### src/rtl/logic_pipe_pkg.sv
// logic_pipe_pkg: function-select encoding and the two bitwise evaluation
// steps shared by the pipeline stages. The helpers work on MAX_W-bit vectors
// so any WIDTH up to MAX_W can call them with zero-extended operands and
// truncate the result.
package logic_pipe_pkg;

  localparam int MAX_W = 64;

  typedef enum logic [1:0] {
    AND_OR  = 2'b00,
    OR_AND  = 2'b01,
    XOR_AND = 2'b10,
    NAND_OR = 2'b11
  } mode_e;

  // First logic level: combine in1 and in2 according to the selected function.
  function automatic logic [MAX_W-1:0] stage1_eval(
    input mode_e            mode,
    input logic [MAX_W-1:0] in1,
    input logic [MAX_W-1:0] in2
  );
    logic [MAX_W-1:0] w_res;
    case (mode)
      AND_OR:  w_res = in1 | in2;
      OR_AND:  w_res = in1 & in2;
      XOR_AND: w_res = in1 ^ in2;
      NAND_OR: w_res = in1 | in2;
      default: w_res = {MAX_W{1'b0}};
    endcase
    return w_res;
  endfunction

  // Second logic level: merge sig1 with sig2 (= ~in3), or NAND with in3 directly.
  function automatic logic [MAX_W-1:0] stage2_eval(
    input mode_e            mode,
    input logic [MAX_W-1:0] sig1,
    input logic [MAX_W-1:0] sig2,
    input logic [MAX_W-1:0] in3
  );
    logic [MAX_W-1:0] w_res;
    case (mode)
      AND_OR:  w_res = sig1 & sig2;
      OR_AND:  w_res = sig1 | sig2;
      XOR_AND: w_res = sig1 & sig2;
      NAND_OR: w_res = ~(sig1 & in3);
      default: w_res = {MAX_W{1'b0}};
    endcase
    return w_res;
  endfunction

endpackage

### src/rtl/logic_pipe_if.sv
// logic_pipe_if: operand/result valid-ready bus. master = operand producer
// and result consumer; slave = the pipeline.
interface logic_pipe_if #(
  parameter int WIDTH = 8
);
  import logic_pipe_pkg::*;

  logic             in_valid;
  logic             in_ready;
  mode_e            mode;
  logic [WIDTH-1:0] in1;
  logic [WIDTH-1:0] in2;
  logic [WIDTH-1:0] in3;
  logic             out_valid;
  logic             out_ready;
  logic [WIDTH-1:0] out1;

  modport master (
    output in_valid, mode, in1, in2, in3, out_ready,
    input  in_ready, out_valid, out1
  );

  modport slave (
    input  in_valid, mode, in1, in2, in3, out_ready,
    output in_ready, out_valid, out1
  );

endinterface

### src/rtl/logic_pipe_popcount.sv
// logic_pipe_popcount: combinational count of set bits in i_data.
module logic_pipe_popcount #(
  parameter int WIDTH = 8,
  parameter int OUT_W = 4
) (
  input  logic [WIDTH-1:0] i_data,
  output logic [OUT_W-1:0] o_count
);

  // Sum the individual bits of the input vector.
  always_comb begin
    o_count = {OUT_W{1'b0}};
    for (int i = 0; i < WIDTH; i++) begin
      o_count = o_count + OUT_W'(i_data[i]);
    end
  end

endmodule

### src/rtl/logic_pipe.sv
// logic_pipe: two-stage valid/ready pipeline evaluating a selectable
// two-level bitwise logic function, plus a saturating counter of result
// bits delivered downstream. WIDTH must not exceed logic_pipe_pkg::MAX_W.
module logic_pipe
  import logic_pipe_pkg::*;
#(
  parameter int WIDTH = 8,
  parameter int CNT_W = 16
) (
  input  logic              clk,
  input  logic              rst,
  logic_pipe_if.slave       bus,
  input  logic              i_clr_cnt,
  output logic [CNT_W-1:0]  o_hit_cnt
);

  localparam int               POP_W       = $clog2(WIDTH + 1);
  localparam logic [CNT_W-1:0] L_CNT_MAX   = {CNT_W{1'b1}};

  // Stage 1 state
  logic             r_s1_valid;
  logic [WIDTH-1:0] r_sig1;
  logic [WIDTH-1:0] r_sig2;
  logic [WIDTH-1:0] r_in3;
  mode_e            r_mode;

  // Stage 2 state
  logic             r_s2_valid;
  logic [WIDTH-1:0] r_out1;

  // Counter state
  logic [CNT_W-1:0] r_hit_cnt;

  logic             w_s1_load;
  logic             w_s2_load;
  logic             w_deliver;
  logic [WIDTH-1:0] w_sig1;
  logic [WIDTH-1:0] w_out1;
  logic [POP_W-1:0] w_pop;
  logic [CNT_W:0]   w_sum;
  logic [CNT_W-1:0] w_cnt_next;

  // A stage may take new contents when it is empty or its contents move on.
  assign w_s2_load = ~r_s2_valid | bus.out_ready;
  assign w_s1_load = ~r_s1_valid | w_s2_load;
  assign w_deliver = r_s2_valid & bus.out_ready;

  assign bus.in_ready  = w_s1_load;
  assign bus.out_valid = r_s2_valid;
  assign bus.out1      = r_out1;
  assign o_hit_cnt     = r_hit_cnt;

  assign w_sig1 = WIDTH'(stage1_eval(bus.mode, MAX_W'(bus.in1), MAX_W'(bus.in2)));
  assign w_out1 = WIDTH'(stage2_eval(r_mode, MAX_W'(r_sig1), MAX_W'(r_sig2), MAX_W'(r_in3)));

  // Stage 1: capture first-level result, inverted in3 and the function select.
  always_ff @(posedge clk or posedge rst) begin
    if (rst) begin
      r_s1_valid <= 1'b0;
      r_sig1     <= {WIDTH{1'b0}};
      r_sig2     <= {WIDTH{1'b0}};
      r_in3      <= {WIDTH{1'b0}};
      r_mode     <= AND_OR;
    end else if (w_s1_load) begin
      r_s1_valid <= bus.in_valid;
      if (bus.in_valid) begin
        r_sig1 <= w_sig1;
        r_sig2 <= ~bus.in3;
        r_in3  <= bus.in3;
        r_mode <= bus.mode;
      end
    end
  end

  // Stage 2: capture the final result; holds while the consumer stalls.
  always_ff @(posedge clk or posedge rst) begin
    if (rst) begin
      r_s2_valid <= 1'b0;
      r_out1     <= {WIDTH{1'b0}};
    end else if (w_s2_load) begin
      r_s2_valid <= r_s1_valid;
      if (r_s1_valid) begin
        r_out1 <= w_out1;
      end
    end
  end

  logic_pipe_popcount #(
    .WIDTH (WIDTH),
    .OUT_W (POP_W)
  ) u_popcount (
    .i_data  (r_out1),
    .o_count (w_pop)
  );

  // Widened sum clamps to the all-ones value instead of wrapping.
  always_comb begin
    w_sum = {1'b0, r_hit_cnt} + (CNT_W + 1)'(w_pop);
    if (w_sum > {1'b0, L_CNT_MAX}) begin
      w_cnt_next = L_CNT_MAX;
    end else begin
      w_cnt_next = w_sum[CNT_W-1:0];
    end
  end

  // Hit counter: clear wins over a same-cycle delivery.
  always_ff @(posedge clk or posedge rst) begin
    if (rst) begin
      r_hit_cnt <= {CNT_W{1'b0}};
    end else if (i_clr_cnt) begin
      r_hit_cnt <= {CNT_W{1'b0}};
    end else if (w_deliver) begin
      r_hit_cnt <= w_cnt_next;
    end
  end

endmodule

### src/flat_wrapper.sv
// flat-port wrapper written by rule: the top's interface ports become plain ports
module logic_pipe_flat import logic_pipe_pkg::*;
#(
  parameter int WIDTH = 8,
  parameter int CNT_W = 16
)
  (clk, rst, i_clr_cnt, o_hit_cnt, bus_in_valid, bus_mode, bus_in1, bus_in2, bus_in3, bus_out_ready, bus_in_ready, bus_out_valid, bus_out1);
  logic_pipe_if #(.WIDTH(WIDTH)) bus_i ();
  input  logic clk;
  input  logic rst;
  input  logic i_clr_cnt;
  output logic [CNT_W-1:0] o_hit_cnt;
  input wire logic [$bits(bus_i.in_valid)-1:0] bus_in_valid;
  input wire logic [$bits(bus_i.mode)-1:0] bus_mode;
  input wire logic [$bits(bus_i.in1)-1:0] bus_in1;
  input wire logic [$bits(bus_i.in2)-1:0] bus_in2;
  input wire logic [$bits(bus_i.in3)-1:0] bus_in3;
  input wire logic [$bits(bus_i.out_ready)-1:0] bus_out_ready;
  output wire logic [$bits(bus_i.in_ready)-1:0] bus_in_ready;
  output wire logic [$bits(bus_i.out_valid)-1:0] bus_out_valid;
  output wire logic [$bits(bus_i.out1)-1:0] bus_out1;
  assign bus_i.in_valid = bus_in_valid;
  assign bus_i.mode = bus_mode;
  assign bus_i.in1 = bus_in1;
  assign bus_i.in2 = bus_in2;
  assign bus_i.in3 = bus_in3;
  assign bus_i.out_ready = bus_out_ready;
  assign bus_in_ready = bus_i.in_ready;
  assign bus_out_valid = bus_i.out_valid;
  assign bus_out1 = bus_i.out1;
  logic_pipe #(.WIDTH(WIDTH), .CNT_W(CNT_W)) u_core (.clk(clk), .rst(rst), .bus(bus_i), .i_clr_cnt(i_clr_cnt), .o_hit_cnt(o_hit_cnt));
endmodule
### config.mk
export PLATFORM = sky130hd
export DESIGN_NAME = logic_pipe_flat
export DESIGN_NICKNAME = d
export VERILOG_FILES = /design/src/rtl/logic_pipe_pkg.sv /design/src/rtl/logic_pipe_if.sv /design/src/rtl/logic_pipe_popcount.sv /design/src/rtl/logic_pipe.sv /design/src/flat_wrapper.sv
export SDC_FILE = /design/constraint.sdc
export NUM_CORES = 1
export LEC_CHECK = 0
export ABC_AREA = 1
export BUFFER_PORTS_ARGS = -buffer_cell sky130_fd_sc_hd__buf_2
export CORE_UTILIZATION = 45
export DETAILED_ROUTE_END_ITERATION = 12
export PLACE_DENSITY_LB_ADDON = 0.08
export RECOVER_POWER = 50
export SKIP_LAST_GASP = 1
export SLEW_MARGIN = 20
export SYNTH_ARGS = -nofsm -noshare
export SYNTH_HDL_FRONTEND = slang
export SYNTH_SLANG_ARGS = --single-unit
### constraint.sdc
create_clock -name clk -period 9.6 [get_ports clk]
set_input_delay 0 -clock clk [delete_from_list [all_inputs] [get_ports clk]]
set_output_delay 0 -clock clk [all_outputs]
set_load 0.03 [all_outputs]
==> impl_metrics.toml, run 1 <==
[clock_tree]
resized_after_cts = 0
tritoncts = "yes"
tritoncts.num_buffers = 5
clock-root-buffer = "sky130_fd_sc_hd__clkbuf_8"
cts.path.max_buffers = 2
tritoncts_num_sinks = 52
clk_transition_reported_paths_ps = 100
insertion_delay_ps = 310
cts_max_level = 2

[floorplan]
fp.dieArea_um2 = 7560
die_h_um = 86.9
floorplan.rows = 30
number_of_ports_placed_on_the_die_boundary = 57
dieWidth_um = 86.9
coreArea_um2 = 6870
start_util_pct = 47.3

[timing]
setup_tns_ps = 0
fin_crit_sh_pct = 36.9
fin_skew_ps = 15.7
worst_pin_slew_ps = 2310
setup_violations = 0
post-route-min-period_ps = 3540
fmaxAchievable_mhz = 282
timing.max_slew.rel_slack_pct = -54.6
final-hold-violation-count = 0
hold-worst-slack_ps = 121
grt_setup_unrepaired = "no"
maxSlewViolCount = 53

[grt]
first_global_vias = 2632
congestion_overflow_gr = 0
grtUsageTotal_pct = 20.8
first_pass_grt_wire_length_um = 12200
antenna_found_initial = 0
grt_start_max_net_pins = 53

[setup_path]
number_of_cells_on_the_worst_reg_to_reg_path = 13
worstSetupPathType = "reg2reg"
setup.worst_path.end_class = "flop"
cp_data_required_time_ps = 9860
critical_path_peak_fanout = 15
timing.critical_path.from = "u_core.bus.out1[0]"
timing.critical_path.arrival_ps = 3800
cp-start-kind = "flop"
timing.rr.start = "u_core.bus.out1[0]"

[synth]
synth.lib_cells_used.distinct = 27
synthCells = 414
synth_warnings = 0
synth-seq-cells = 52
avgSynthCellArea_um2 = 7.84
synth_top_area_cell = "sky130_fd_sc_hd__dfrtp_1"
synth_seq_area_share_pct = 40.1
post_synth_main_area_contributors = "sky130_fd_sc_hd__dfrtp_1 (40%), sky130_fd_sc_hd__nand2_1 (14%), sky130_fd_sc_hd__ha_1 (9.2%)"
mappedNetlistArea_um2 = 3250
yosysTopAreaCellShare_pct = 40.1
synth_nets = 474

[pwr]
cellPowerDensity_nw_per_um2 = 219
power.leakage_nw = 2.05
power.total_mw = 0.849
vdd_ir_drop_max_uv = 101

[flow_run]
drv_cap = 1

[route]
drt_pass1_iterations = 4
initialDrtViolationCount = 94
route.antenna.remaining_nets = 0
route.detailed.vias_per_inst = 4.83
routed-via-count = 2792
routed_wl_um = 7160
routed_wire_length_per_instance_um = 12.4
post-route-drc-count = 0

[layout]
nFillCells = 682
utilization_pct = 56.4
antenna_cells_inserted = 0
commonest_non_fill_non_tap_cells_in_the_layout = "sky130_fd_sc_hd__nand2_1 (123), sky130_fd_sc_hd__inv_1 (58), sky130_fd_sc_hd__dfrtp_1 (52)"
layout.cells.most_common = "sky130_fd_sc_hd__nand2_1"
syn_to_final_growth_pct = 19.4
layoutNonFillerInstCount = 578
ratio_of_cells_with_drive_above_1_in_the_final_layout_pct = 12.7
number_of_nets_in_the_final_layout = 541

[run_status]
outcome = "finished, violations left"
failed_checks = "max-capacitance violations, max-slew violations"

[placed_design]
hpwl_um = 5310
gp_routability_congestion = 0.767
cell_count_after_placement = 557
place.port_buffers = 56

[hold_path]
hold_start = "bus_in1[7]"
hold-path-cell-count = 4
hold_path_class = "in2reg"
==> through the flow <==
| step | cell area [um2] | setup WS (ps) |
|---|---|---|
| after floorplan | 3250 | 6220 |
| after global placement | 3600 | 6190 |
| after detailed placement | 3600 | 6070 |
| after CTS | 3890 | 6050 |
| after global routing | 3880 | 5800 |
| final | 3880 | 6060 |
==> cells in the mapped netlist (all sizes together) <==
library cell and count:
mux2i 8, fa 5, a31oi 3, a21boi 1, nand2 124, o21a 3
buf 3, inv 61, nand4 4, xor2 2, ha 24, nor3 1
clkbuf 7, o21ai 42, xnor2 3, a32oi 6, or2 1, nand3b 2
a21oi 9, dfrtp 52, nand3 23, nor2 30
==> final timing paths <==
path | endpoint | slack, ps
min reg2reg | u_core.r_in3[1] | 510
max | u_core.o_hit_cnt[13] | 6060
max reg2reg | u_core.o_hit_cnt[13] | 6060
min in group asynchronous | u_core.o_hit_cnt[2] | 830
min | u_core.r_sig1[7] | 120
max in group asynchronous | u_core.r_sig1[1] | 7700
==> what timing repair did <==
action | 4_1_cts | 5_1_grt
setup buffers | 0 | 0
hold buffers | 13 | 0
hold endpoints to repair | 72 | 0
==> logic make-up (layout without fill, tap and decap cells) <==
kind of cell	Yosys count	in the layout	share of synthesized area, %
DFF	52	52	40.1
buffers and inverters	71	139	8.71
xor gates and xnor gates	5	5	1.35
and+or+nand+nor	185	185	24.0
muxes	8	8	2.47
AOI/OAI and AO/OA	64	64	11.1
adders and majority gates	29	29	12.3
==> final cells by class <==
class | instances | area [um2] | share of cell area, %
clock inverters | 3 | 90.1 | 2.32
clock buffers | 5 | 68.8 | 1.77
flip-flops and latches | 52 | 1300 | 33.6
repair buffers | 70 | 402 | 10.4
inverters | 61 | 230 | 5.94
well taps | 96 | 120 | 3.10
multi-input cells | 291 | 1670 | 42.9
==> layer usage <==
metal,vias up,track usage [%],routed length [um]
met2,45,36.7,3480
met3,10,3.70,191
met4,0,6.36,122
met5,-,0,0
li1,1453,-,-
met1,1284,25.9,3370
==> critical path, stage by stage, from the launching register on <==
cell and delay [ps]:
sky130_fd_sc_hd__dfrtp_1 430, sky130_fd_sc_hd__fa_1 550, sky130_fd_sc_hd__inv_1 50, sky130_fd_sc_hd__fa_1 500
sky130_fd_sc_hd__fa_1 430, sky130_fd_sc_hd__fa_1 380, sky130_fd_sc_hd__inv_1 110, sky130_fd_sc_hd__fa_1 250
sky130_fd_sc_hd__nand2_1 120, sky130_fd_sc_hd__nand2_4 120, sky130_fd_sc_hd__nand4_4 230, sky130_fd_sc_hd__nand3_1 170
sky130_fd_sc_hd__nand2_1 60, sky130_fd_sc_hd__nand2_1 80
==> power breakdown <==
part / internal [mW] / switching, mW
combinational: 0.136 / 0.222
sequential: 0.256 / 0.0292
clock: 0.130 / 0.0763
total: 0.522 / 0.327
==> registers in the layout, summed over array words and instances, names as in the netlist <==
name,flops
u_core.bus.out1,8
u_core.bus.out_valid,1
u_core.o_hit_cnt,16
u_core.r_in3,8
u_core.r_mode,2
u_core.r_s1_valid,1
u_core.r_sig1,8
u_core.r_sig2,8
Note: power is estimated with default switching activity, not from simulation.
==> run 2, diff against run 1 <==
==> constraint.sdc (replaced) <==
create_clock -name clk -period 2.9 [get_ports clk]
set_input_delay 0 -clock clk [delete_from_list [all_inputs] [get_ports clk]]
set_output_delay 0 -clock clk [all_outputs]
set_load 0.03 [all_outputs]
==> run 2 against run 1 <==
Against the previous run: the run ends with negative setup slack left; via count grew 4.4%; maximum frequency grew 8.7%; hold slack lost 110 ps; count of clock-buffer cells in the layout grew 1; die area is the same; final cell count grew 2.1%; first-iteration DRC count grew 11%; sequential share of layout area shrank 0.57 points; largest cell class unchanged; highest routed layer unchanged.
==> impl_metrics.toml, run 2 (same netlist as run 1, synthesis figures left out) <==
[grt]
first_global_vias = 2637
congestion_overflow_gr = 0
first_pass_grt_wire_length_um = 12300
antenna_found_initial = 0
grt_start_max_net_pins = 36
grtUsageTotal_pct = 21.0

[run_status]
failed_checks = "negative setup slack"
outcome = "finished, violations left"

[route]
routed-via-count = 2915
initialDrtViolationCount = 104
post-route-drc-count = 0
route.antenna.remaining_nets = 0
routed_wl_um = 7420
route.detailed.vias_per_inst = 4.94
routed_wire_length_per_instance_um = 12.6
drt_pass1_iterations = 4

[setup_path]
timing.critical_path.arrival_ps = 3460
worst_path_largest_cell_delay_ps = 530
setup.worst_path.end_class = "flop"
timing.critical_path.mode_cell = "sky130_fd_sc_hd__fa_1"
crit_slowest_cell = "sky130_fd_sc_hd__fa_1"
critical_path_peak_fanout = 6
cp-start-kind = "flop"
cp_data_required_time_ps = 3100
timing.critical_path.cells = "fa_1 > inv_1 > fa_1 > fa_1 > fa_2 > inv_2 > fa_2 > nand2_2 > nand2_4 > buf_6 > xor2_1 > nand2_1 > nand2_1 > o21ai_1"
worstSetupPathType = "reg2reg"

[timing]
hold-worst-slack_ps = 15.1
fin_skew_ps = 6.32
grt_setup_unrepaired = "yes"
timing.max_slew.rel_slack_pct = 9.55
fmaxAchievable_mhz = 307
worst_pin_slew_ps = 1360
setup_violations = 16
final-hold-violation-count = 0
fin_crit_sh_pct = 112
setup_tns_ps = -5010
post-route-min-period_ps = 3260
maxSlewViolCount = 0
setup_ws_ps = -357

[pwr]
power.leakage_nw = 2.07
power.total_mw = 2.77
vdd_ir_drop_max_uv = 345
cellPowerDensity_nw_per_um2 = 700

[placed_design]
gp_routability_congestion = 0.805
detailed_place.area_um2 = 3690
hpwl_um = 5470
detailedPlace.worstSlack_ps = -457
cell_count_after_placement = 566
place.port_buffers = 56

[layout]
nFillCells = 687
utilization_pct = 57.5
largest_reg_flops = 16
number_of_nets_in_the_final_layout = 553
register_area_um2 = 1300
antenna_cells_inserted = 0
ratio_of_cells_with_drive_above_1_in_the_final_layout_pct = 15.4
layout.cell_area.non_filler_um2 = 3950
commonest_non_fill_non_tap_cells_in_the_layout = "sky130_fd_sc_hd__nand2_1 (119), sky130_fd_sc_hd__inv_1 (58), sky130_fd_sc_hd__dfrtp_1 (50)"
multi_input_comb_area_um2 = 1710
syn_to_final_growth_pct = 21.7
layout.cells.most_common = "sky130_fd_sc_hd__nand2_1"
layoutNonFillerInstCount = 590

[floorplan]
die_h_um = 86.9
start_util_pct = 47.3
number_of_ports_placed_on_the_die_boundary = 57
dieWidth_um = 86.9
floorplan.rows = 30
coreArea_um2 = 6870
fp.dieArea_um2 = 7560

[clock_tree]
tritoncts.num_buffers = 5
cts.path.max_buffers = 2
clock-root-buffer = "sky130_fd_sc_hd__clkbuf_8"
tritoncts = "yes"
cts_max_level = 2
insertion_delay_ps = 300
clk_transition_reported_paths_ps = 100
tritoncts_num_sinks = 52

[hold_path]
hold_path_class = "in2reg"

[flow_run]
drv_cap = 0
-- run 2: critical path, delay by kind of cell (launching register included) --
| kind | cells | cell delay, ps |
|---|---|---|
| XOR/XNOR | 1 | 140 |
| AND/OR/NAND/NOR | 4 | 270 |
| adder cells (fa/ha/maj) | 5 | 2040 |
| buffers and inverters | 3 | 220 |
| flip-flops | 1 | 420 |
| AO/OA/AOI/OAI | 1 | 50 |
-- run 2: report_power, final --
part	internal [mW]	switching, mW
logic	0.581	0.793
registers	0.849	0.0998
clock network	0.196	0.247
-- run 2: final cells by class --
cell class,instances,area share (%)
multi-input cells,291,43.2
flip-flops and latches,52,33.0
clock inverters,2,0.348
inverters,61,5.79
repair buffers,82,12.6
well taps,96,3.04
clock buffers,6,2.09
-- run 2: what timing repair did --
action | CTS | global route
buffers inserted | 3 | 2
pin swaps | 3 | 5
gates resized for setup | 5 | 5
endpoints found under the hold margin | 52 | 0
endpoints found under the setup margin | 16 | 16
hold buffers | 12 | 0
gates cloned | 0 | 0
-- run 2: final timing paths --
check | to | cells past startpoint | startpoint | slack [ps]
worst max-delay path | u_core.o_hit_cnt[6] | 14 | u_core.bus.out1[0] | -360
worst min-delay path | u_core.r_mode[0] | 3 | bus_mode[0] | 20
worst max register to register | u_core.o_hit_cnt[6] | 14 | u_core.bus.out1[0] | -360
worst min register to register | u_core.r_in3[0] | 2 | u_core.r_in3[0] | 520
max in group asynchronous | u_core.r_in3[3] | 4 | rst | 1340
min in group asynchronous | u_core.o_hit_cnt[9] | 3 | rst | 610
-- run 2: per-layer routing --
| metal | part of all wire, % | global-route usage, % | up-vias |
|---|---|---|---|
| li1 | - | - | 1476 |
| met1 | 47 | 27.3 | 1357 |
| met2 | 49 | 36.2 | 76 |
| met3 | 3.2 | 3.79 | 6 |
| met4 | 1.1 | 5.30 | 0 |
| met5 | 0 | 0 | - |
